`src/rtl/tomasulo_core.sv`:
```
// Tomasulo/ROB schedule generator: loads a short program, then replays
// issue/execute/CDB/commit one simulated cycle per clock into event tables.
module tomasulo_core #(
   parameter int NUM_INSTRUCTIONS  = 8,
   parameter int NUM_REGISTERS     = 8,
   parameter int INSTR_WIDTH       = 3,
   parameter int NUM_CYCLES        = 128,
   parameter int CYCLE_WIDTH       = 8,
   parameter int INSTRUCTION_WIDTH = 11
) (
   input  logic                                    clk,
   input  logic                                    reset,
   input  logic [INSTRUCTION_WIDTH-1:0]            instruction,
   input  logic                                    load_instruction,
   input  logic                                    loading_complete,
   output logic [NUM_INSTRUCTIONS*CYCLE_WIDTH-1:0] issue,
   output logic [NUM_INSTRUCTIONS*CYCLE_WIDTH-1:0] ex_start,
   output logic [NUM_INSTRUCTIONS*CYCLE_WIDTH-1:0] ex_comp,
   output logic [NUM_INSTRUCTIONS*CYCLE_WIDTH-1:0] write,
   output logic [NUM_INSTRUCTIONS*CYCLE_WIDTH-1:0] commit
);
   localparam int R  = $clog2(NUM_REGISTERS);
   localparam int NI = NUM_INSTRUCTIONS;
   localparam int CW = CYCLE_WIDTH;
   localparam int IW = INSTR_WIDTH;
   localparam int NW = INSTR_WIDTH + 1;

   typedef enum logic [1:0] {S_LOAD, S_RUN, S_DONE} state_t;
   typedef logic [CW-1:0] cyc_t;

   state_t                       state_q, state_d;
   logic [INSTRUCTION_WIDTH-1:0] prog_q [NI];
   logic [INSTRUCTION_WIDTH-1:0] prog_d [NI];
   cyc_t                         is_q [NI], is_d [NI];
   cyc_t                         es_q [NI], es_d [NI];
   cyc_t                         ec_q [NI], ec_d [NI];
   cyc_t                         wr_q [NI], wr_d [NI];
   cyc_t                         cm_q [NI], cm_d [NI];
   logic [NI-1:0]                s1v_q, s1v_d, s2v_q, s2v_d;
   logic [IW-1:0]                s1t_q [NI], s1t_d [NI];
   logic [IW-1:0]                s2t_q [NI], s2t_d [NI];
   logic [NUM_REGISTERS-1:0]     ratv_q, ratv_d;
   logic [IW-1:0]                ratt_q [NUM_REGISTERS];
   logic [IW-1:0]                ratt_d [NUM_REGISTERS];
   logic [NW-1:0]                n_q, n_d, ip_q, ip_d, cp_q, cp_d;
   cyc_t                         cyc_q, cyc_d;

   logic                         cdb_found;
   logic [NW-1:0]                n_add, n_mul;
   logic [IW-1:0]                hd, ix;
   logic [1:0]                   op;
   logic [R-1:0]                 rd, rs1, rs2;
   logic                         rdy1, rdy2;

   function automatic cyc_t lat_m1(input logic [1:0] o);
      cyc_t l;
      unique case (o)
         2'b00, 2'b01: l = cyc_t'(1);
         2'b10:        l = cyc_t'(9);
         2'b11:        l = cyc_t'(39);
      endcase
      return l;
   endfunction

   always_comb begin
      state_d = state_q;
      prog_d  = prog_q;
      is_d = is_q; es_d = es_q; ec_d = ec_q; wr_d = wr_q; cm_d = cm_q;
      s1v_d = s1v_q; s1t_d = s1t_q; s2v_d = s2v_q; s2t_d = s2t_q;
      ratv_d = ratv_q; ratt_d = ratt_q;
      n_d = n_q; ip_d = ip_q; cp_d = cp_q; cyc_d = cyc_q;
      cdb_found = 1'b0;
      n_add = '0; n_mul = '0;
      hd = cp_q[IW-1:0]; ix = ip_q[IW-1:0];
      op = '0; rd = '0; rs1 = '0; rs2 = '0;
      rdy1 = 1'b0; rdy2 = 1'b0;
      unique case (state_q)
         S_LOAD: begin
            if (load_instruction && n_q < NW'(NI)) begin
               prog_d[n_q[IW-1:0]] = instruction;
               n_d = n_q + NW'(1);
            end
            if (loading_complete) begin
               state_d = (n_d == '0) ? S_DONE : S_RUN;
               cyc_d   = cyc_t'(1);
            end
         end
         S_RUN: begin
            if (cp_q < n_q && wr_q[hd] != '0 && wr_q[hd] < cyc_q) begin
               cm_d[hd] = cyc_q;
               cp_d     = cp_q + NW'(1);
               rd       = prog_q[hd][3*R-1:2*R];
               if (ratv_q[rd] && ratt_q[rd] == hd)
                  ratv_d[rd] = 1'b0;
            end
            // Single CDB: lowest finished index wins, others retry.
            for (int i = 0; i < NI; i++) begin
               if (!cdb_found && es_q[i] != '0 && ec_q[i] < cyc_q &&
                   wr_q[i] == '0) begin
                  wr_d[i]   = cyc_q;
                  cdb_found = 1'b1;
               end
            end
            for (int i = 0; i < NI; i++) begin
               rdy1 = !s1v_q[i] ||
                      (wr_q[s1t_q[i]] != '0 && wr_q[s1t_q[i]] < cyc_q);
               rdy2 = !s2v_q[i] ||
                      (wr_q[s2t_q[i]] != '0 && wr_q[s2t_q[i]] < cyc_q);
               if (is_q[i] != '0 && is_q[i] < cyc_q && es_q[i] == '0 &&
                   rdy1 && rdy2) begin
                  es_d[i] = cyc_q;
                  ec_d[i] = cyc_q + lat_m1(prog_q[i][3*R+1:3*R]);
               end
            end
            // A station stays busy until the cycle after its CDB write.
            for (int i = 0; i < NI; i++) begin
               if (is_q[i] != '0 && wr_q[i] == '0) begin
                  if (prog_q[i][3*R+1]) n_mul = n_mul + NW'(1);
                  else                  n_add = n_add + NW'(1);
               end
            end
            if (ip_q < n_q) begin
               op  = prog_q[ix][3*R+1:3*R];
               rd  = prog_q[ix][3*R-1:2*R];
               rs1 = prog_q[ix][2*R-1:R];
               rs2 = prog_q[ix][R-1:0];
               if (op[1] ? (n_mul < NW'(2)) : (n_add < NW'(3))) begin
                  is_d[ix]   = cyc_q;
                  s1v_d[ix]  = ratv_q[rs1];
                  s1t_d[ix]  = ratt_q[rs1];
                  s2v_d[ix]  = ratv_q[rs2];
                  s2t_d[ix]  = ratt_q[rs2];
                  ratv_d[rd] = 1'b1;
                  ratt_d[rd] = ix;
                  ip_d       = ip_q + NW'(1);
               end
            end
            if (cp_d == n_q || cyc_q == cyc_t'(NUM_CYCLES - 1))
               state_d = S_DONE;
            else
               cyc_d = cyc_q + cyc_t'(1);
         end
         S_DONE: begin
         end
         default: state_d = S_LOAD;
      endcase
   end

   always_ff @(posedge clk or negedge reset) begin
      if (!reset) begin
         state_q <= S_LOAD;
         for (int i = 0; i < NI; i++) begin
            prog_q[i] <= '0;
            is_q[i]   <= '0;
            es_q[i]   <= '0;
            ec_q[i]   <= '0;
            wr_q[i]   <= '0;
            cm_q[i]   <= '0;
            s1t_q[i]  <= '0;
            s2t_q[i]  <= '0;
         end
         for (int r = 0; r < NUM_REGISTERS; r++) ratt_q[r] <= '0;
         s1v_q  <= '0;
         s2v_q  <= '0;
         ratv_q <= '0;
         n_q    <= '0;
         ip_q   <= '0;
         cp_q   <= '0;
         cyc_q  <= '0;
      end else begin
         state_q <= state_d;
         prog_q  <= prog_d;
         is_q    <= is_d;
         es_q    <= es_d;
         ec_q    <= ec_d;
         wr_q    <= wr_d;
         cm_q    <= cm_d;
         s1v_q   <= s1v_d;
         s1t_q   <= s1t_d;
         s2v_q   <= s2v_d;
         s2t_q   <= s2t_d;
         ratv_q  <= ratv_d;
         ratt_q  <= ratt_d;
         n_q     <= n_d;
         ip_q    <= ip_d;
         cp_q    <= cp_d;
         cyc_q   <= cyc_d;
      end
   end

   for (genvar g = 0; g < NI; g++) begin : g_flat
      assign issue[g*CW +: CW]    = is_q[g];
      assign ex_start[g*CW +: CW] = es_q[g];
      assign ex_comp[g*CW +: CW]  = ec_q[g];
      assign write[g*CW +: CW]    = wr_q[g];
      assign commit[g*CW +: CW]   = cm_q[g];
   end
endmodule

```
`config.mk`:
```
export PLATFORM = sky130hd
export DESIGN_NAME = tomasulo_core
export DESIGN_NICKNAME = d
export VERILOG_FILES = /design/src/rtl/tomasulo_core.sv
export SDC_FILE = /design/constraint.sdc
export NUM_CORES = 1
export LEC_CHECK = 0
export ABC_CLOCK_PERIOD_IN_PS = 21900
export CAP_MARGIN = 40
export CORE_MARGIN = 2
export CORE_UTILIZATION = 55
export CTS_CLUSTER_SIZE = 25
export DETAILED_ROUTE_END_ITERATION = 8
export PLACE_DENSITY_LB_ADDON = 0.08
export SKIP_LAST_GASP = 1
export SLEW_MARGIN = 20
export SYNTH_ARGS = -nofsm -noshare
export SYNTH_HDL_FRONTEND = slang
export SYNTH_SLANG_ARGS = --single-unit
export TNS_END_PERCENT = 50
```
`constraint.sdc`:
```
create_clock -name clk -period 21.9 [get_ports clk]
set_input_delay 3.285 -clock clk [delete_from_list [all_inputs] [get_ports clk]]
set_output_delay 3.285 -clock clk [all_outputs]
set_load 0.01 [all_outputs]
```
==> impl_metrics.csv <==
group,metric,value,unit
sta,rsz0062_at_grt,"no",
worst_setup_path,crit_type,"reg -> reg",
worst_setup_path,crit_start,"write[5]",
yosys,synth-simple-area-share,7.98,%
worst_setup_path,worst_path_largest_cell_delay,0.68,ns
worst_setup_path,r2r_setup_slack,13.14,ns
worst_hold_path,min_path_type,"reg -> reg",
routing,drt-initial-drc-count,4444,
yosys,ys_seq_area_share,34.0,%
yosys,synth_warnings,0,
clock_network,cts_sinks,526,
yosys,synth_edf_count,0,
power,power_frac_comb,1.2,%
final_layout,final_common_cell,"dfrtp_1",
sta,fin_skew,0.0909,ns
final_layout,n_fill_cell,5252,
worst_setup_path,crit_path_frequent_cell,"ha_1",
routing,avgViaCountPerCell,7.10,
yosys,synth_cell_types,86,
routing,drtAntennaViolNets,0,
yosys,synthAdderAreaFrac,9.70,%
worst_setup_path,r2r_start,"write[5]",
final_layout,area_growth,19.2,%
floorplanning,die_h,269,um
clock_network,htree_levels,2,
final_layout,drive_gt1_share,28.6,%
sta,finalSetupViolCount,0,
yosys,syn_avg_cell_area,11.9,sq um
routing,firstDrtPassIters,6,
yosys,syn_nets,3567,
floorplanning,die-area,0.0724,sq mm
floorplanning,rows,97,
clock_network,clk_pin_slew,0.07,ns
global_route,grt_max_degree,156,
yosys,synth-xor-area-share,2.35,%
yosys,synth_top_cell_by_area,"dfrtp_1",
power,swShare,22.0,%
yosys,synth_area_leaders,"dfrtp_1, mux4_2, mux2_2",
sta,hold_viol,0,
sta,fin_tns_setup,0,ns
floorplanning,die_width,269,um
worst_setup_path,reg2reg_depth,34,
clock_network,cts_tree,"yes",
placed_design,place.detailed.hpwl,97400,um
placed_design,io_buffer_count,334,
clock_network,ctsRootBufferMaster,"clkbuf_16",
status,outcome,"finished, final reports clean",
sta,fmax,114,MHz
power,power_density,46.2,mW/mm^2
yosys,synth_ff_type,"dfrtp_1",
yosys,synth_top_family_by_area,"multiplexers",
floorplanning,io_pins,335,
worst_setup_path,startpoint_type,"register",
power,intPower,1.66,mW
power,pwr-share-clk,53.1,%
global_route,track_usage,40.4,%
sta,maxSlewHeadroom,36.9,%
power,seq_power_share,45.6,%
global_route,gr-total-overflow,0,
sta,finalMaxSlewViolations,0,
worst_setup_path,crit_arrival,9.31,ns
global_route,grt_pass1_wl,219000,um
routing,wl_per_cell,32.6,um
yosys,synth_compound_area_share,11.2,%
worst_setup_path,crit_path_end_kind,"register",
sta,worst_pin_slew,0.946,ns
yosys,netlist_area,0.0387,sq mm
global_route,groute.layer.met2.usage,62.8,%
clock_network,post_cts_buffers,0,
clock_network,insertion_delay,0.69,ns
power,p_leak,21.8,nW
global_route,busiest_layer,"met2",
worst_setup_path,worst-path-max-fanout,21,
clock_network,post_cts_resized,0,
global_route,grt_pass1_vias,32600,
run,max-cap-violations,0,
worst_hold_path,min_path_cells,1,
placed_design,gp_congestion,0.978,
final_layout,final_nets,3866,
worst_setup_path,critPathSlowestCell,"or4_1",
clock_network,cts_hold_buf,0,
worst_setup_path,crit_path_end,"s1v_q[3]",
clock_network,cts_buffers,59,
worst_setup_path,worstPathRequired,22.44,ns
worst_setup_path,r2r_end,"s1v_q[3]",
routing,wl,148000,um
global_route,antenna_found_initial,4,
power,switchingPower,0.468,mW
final_layout,layout_common_cells,"dfrtp_1, mux2_2, clkdlybuf4s50_1",
global_route,groute.layer.met1.usage,51.5,%
global_route,grtUsageMet3,12.6,%
sta,fin_crit_sh,40.0,%
yosys,synth.top_cell.area_share,34.0,%
yosys,async_flop_share,100,%
routing,vias,32300,
floorplanning,core_area,0.0698,sq mm
routing,drc,0,
yosys,muxShareOfSynthArea,31.3,%
sta,period_needed,8.76,ns
power,vdd_drop_max,0.0656,mV
clock_network,clockBufferDepth,3,
yosys,netlist_instances,3257,
power,finalPower,2.13,mW
floorplanning,initial_utilization,55.4,%
yosys,yosys_register_bits,526,
-- through the flow --
| stage | utilization (%) | setup WS, ns | hold slack (ns) | area, sq um | std cells |
|---|---|---|---|---|---|
| floorplan | - | 14.61 | 0.446 | 38700 | 3257 |
| global placement | 61.8 | 12.84 | 0.451 | 43200 | 4383 |
| detailed placement | 62.3 | 13.28 | 0.456 | 43500 | 4408 |
| CTS | 65.5 | 13.25 | 0.469 | 45700 | 4520 |
| global route | 66.1 | 12.73 | 0.498 | 46100 | 4549 |
| finish | 66.1 | 13.14 | 0.470 | 46100 | 4550 |
-- cells in the mapped netlist, types with 41 or more instances --
master,instances
inv_1,56
mux4_2,288
nor4_1,52
nand2_1,189
clkbuf_1,223
mux2_2,369
a21oi_1,95
a21o_1,184
nand2b_1,62
nor2b_1,41
ha_1,287
nor2_1,80
o21ai_0,175
dfrtp_1,526
xnor2_1,78
mux2i_1,69
-- critical path, delay by kind of cell (launching register included) --
kind / cells / cell delay [ns]
AO/OA/AOI/OAI: 10 / 2.73
XOR/XNOR: 2 / 0.30
adder cells (fa/ha/maj): 7 / 1.92
buffers and inverters: 6 / 0.92
flip-flops: 1 / 0.36
multiplexers: 1 / 0.35
AND/OR/NAND/NOR: 8 / 2.08
-- cell families after synthesis --
logic type	count (synthesis)
DFF	526
muxes	784
xor gates and xnor gates	94
buffers and inverters	333
AOI/OAI and AO/OA	645
and+or+nand+nor	580
adders and majority gates	295
-- state kept, by name (all words and copies together) (netlist names), 24 cells and up --
name      flops
commit       64
ex_start     64
write        64
ratt_q       24
prog_q       88
s1t_q        24
ex_comp      64
issue        64
s2t_q        24
-- metal layers --
layer,vias up,wire length (um)
li1,13100,-
met1,16300,54700
met2,2257,66800
met3,628,17600
met4,2,9200
met5,-,13
-- power groups by stage --
stage,logic (mW),registers [mW],clock network (mW)
final,0.0263,0.972,1.13
after global routing,0.0305,0.971,1.19
after CTS,0.0266,0.972,1.14
after detailed placement,0.0265,0.990,0
after global placement,0.0247,0.990,0
after floorplan,0.000180,0.990,0
-- how the worst min path moves through the flow --
stage	start	endpoint	slack [ns]
floorplan	ip_q[3]	ip_q[3]	0.45
detailed placement	write[59]	write[59]	0.46
global placement	write[56]	write[56]	0.45
CTS	write[59]	write[59]	0.47
global route	commit[54]	commit[54]	0.50
finish	write[59]	write[59]	0.47
-- final cells by class --
class / instances / area (sq um) / share of cell area (%)
inverter: 62 / 233 / 0.505
clock inverter: 38 / 598 / 1.30
sequential: 526 / 13200 / 28.6
multi-input combinational: 2398 / 24300 / 52.7
timing repair buffer: 509 / 5000 / 10.8
tap: 940 / 1180 / 2.55
antenna: 3 / 7.51 / 0.0163
clock buffer: 74 / 1630 / 3.54
(Power assumes the default switching activity.)
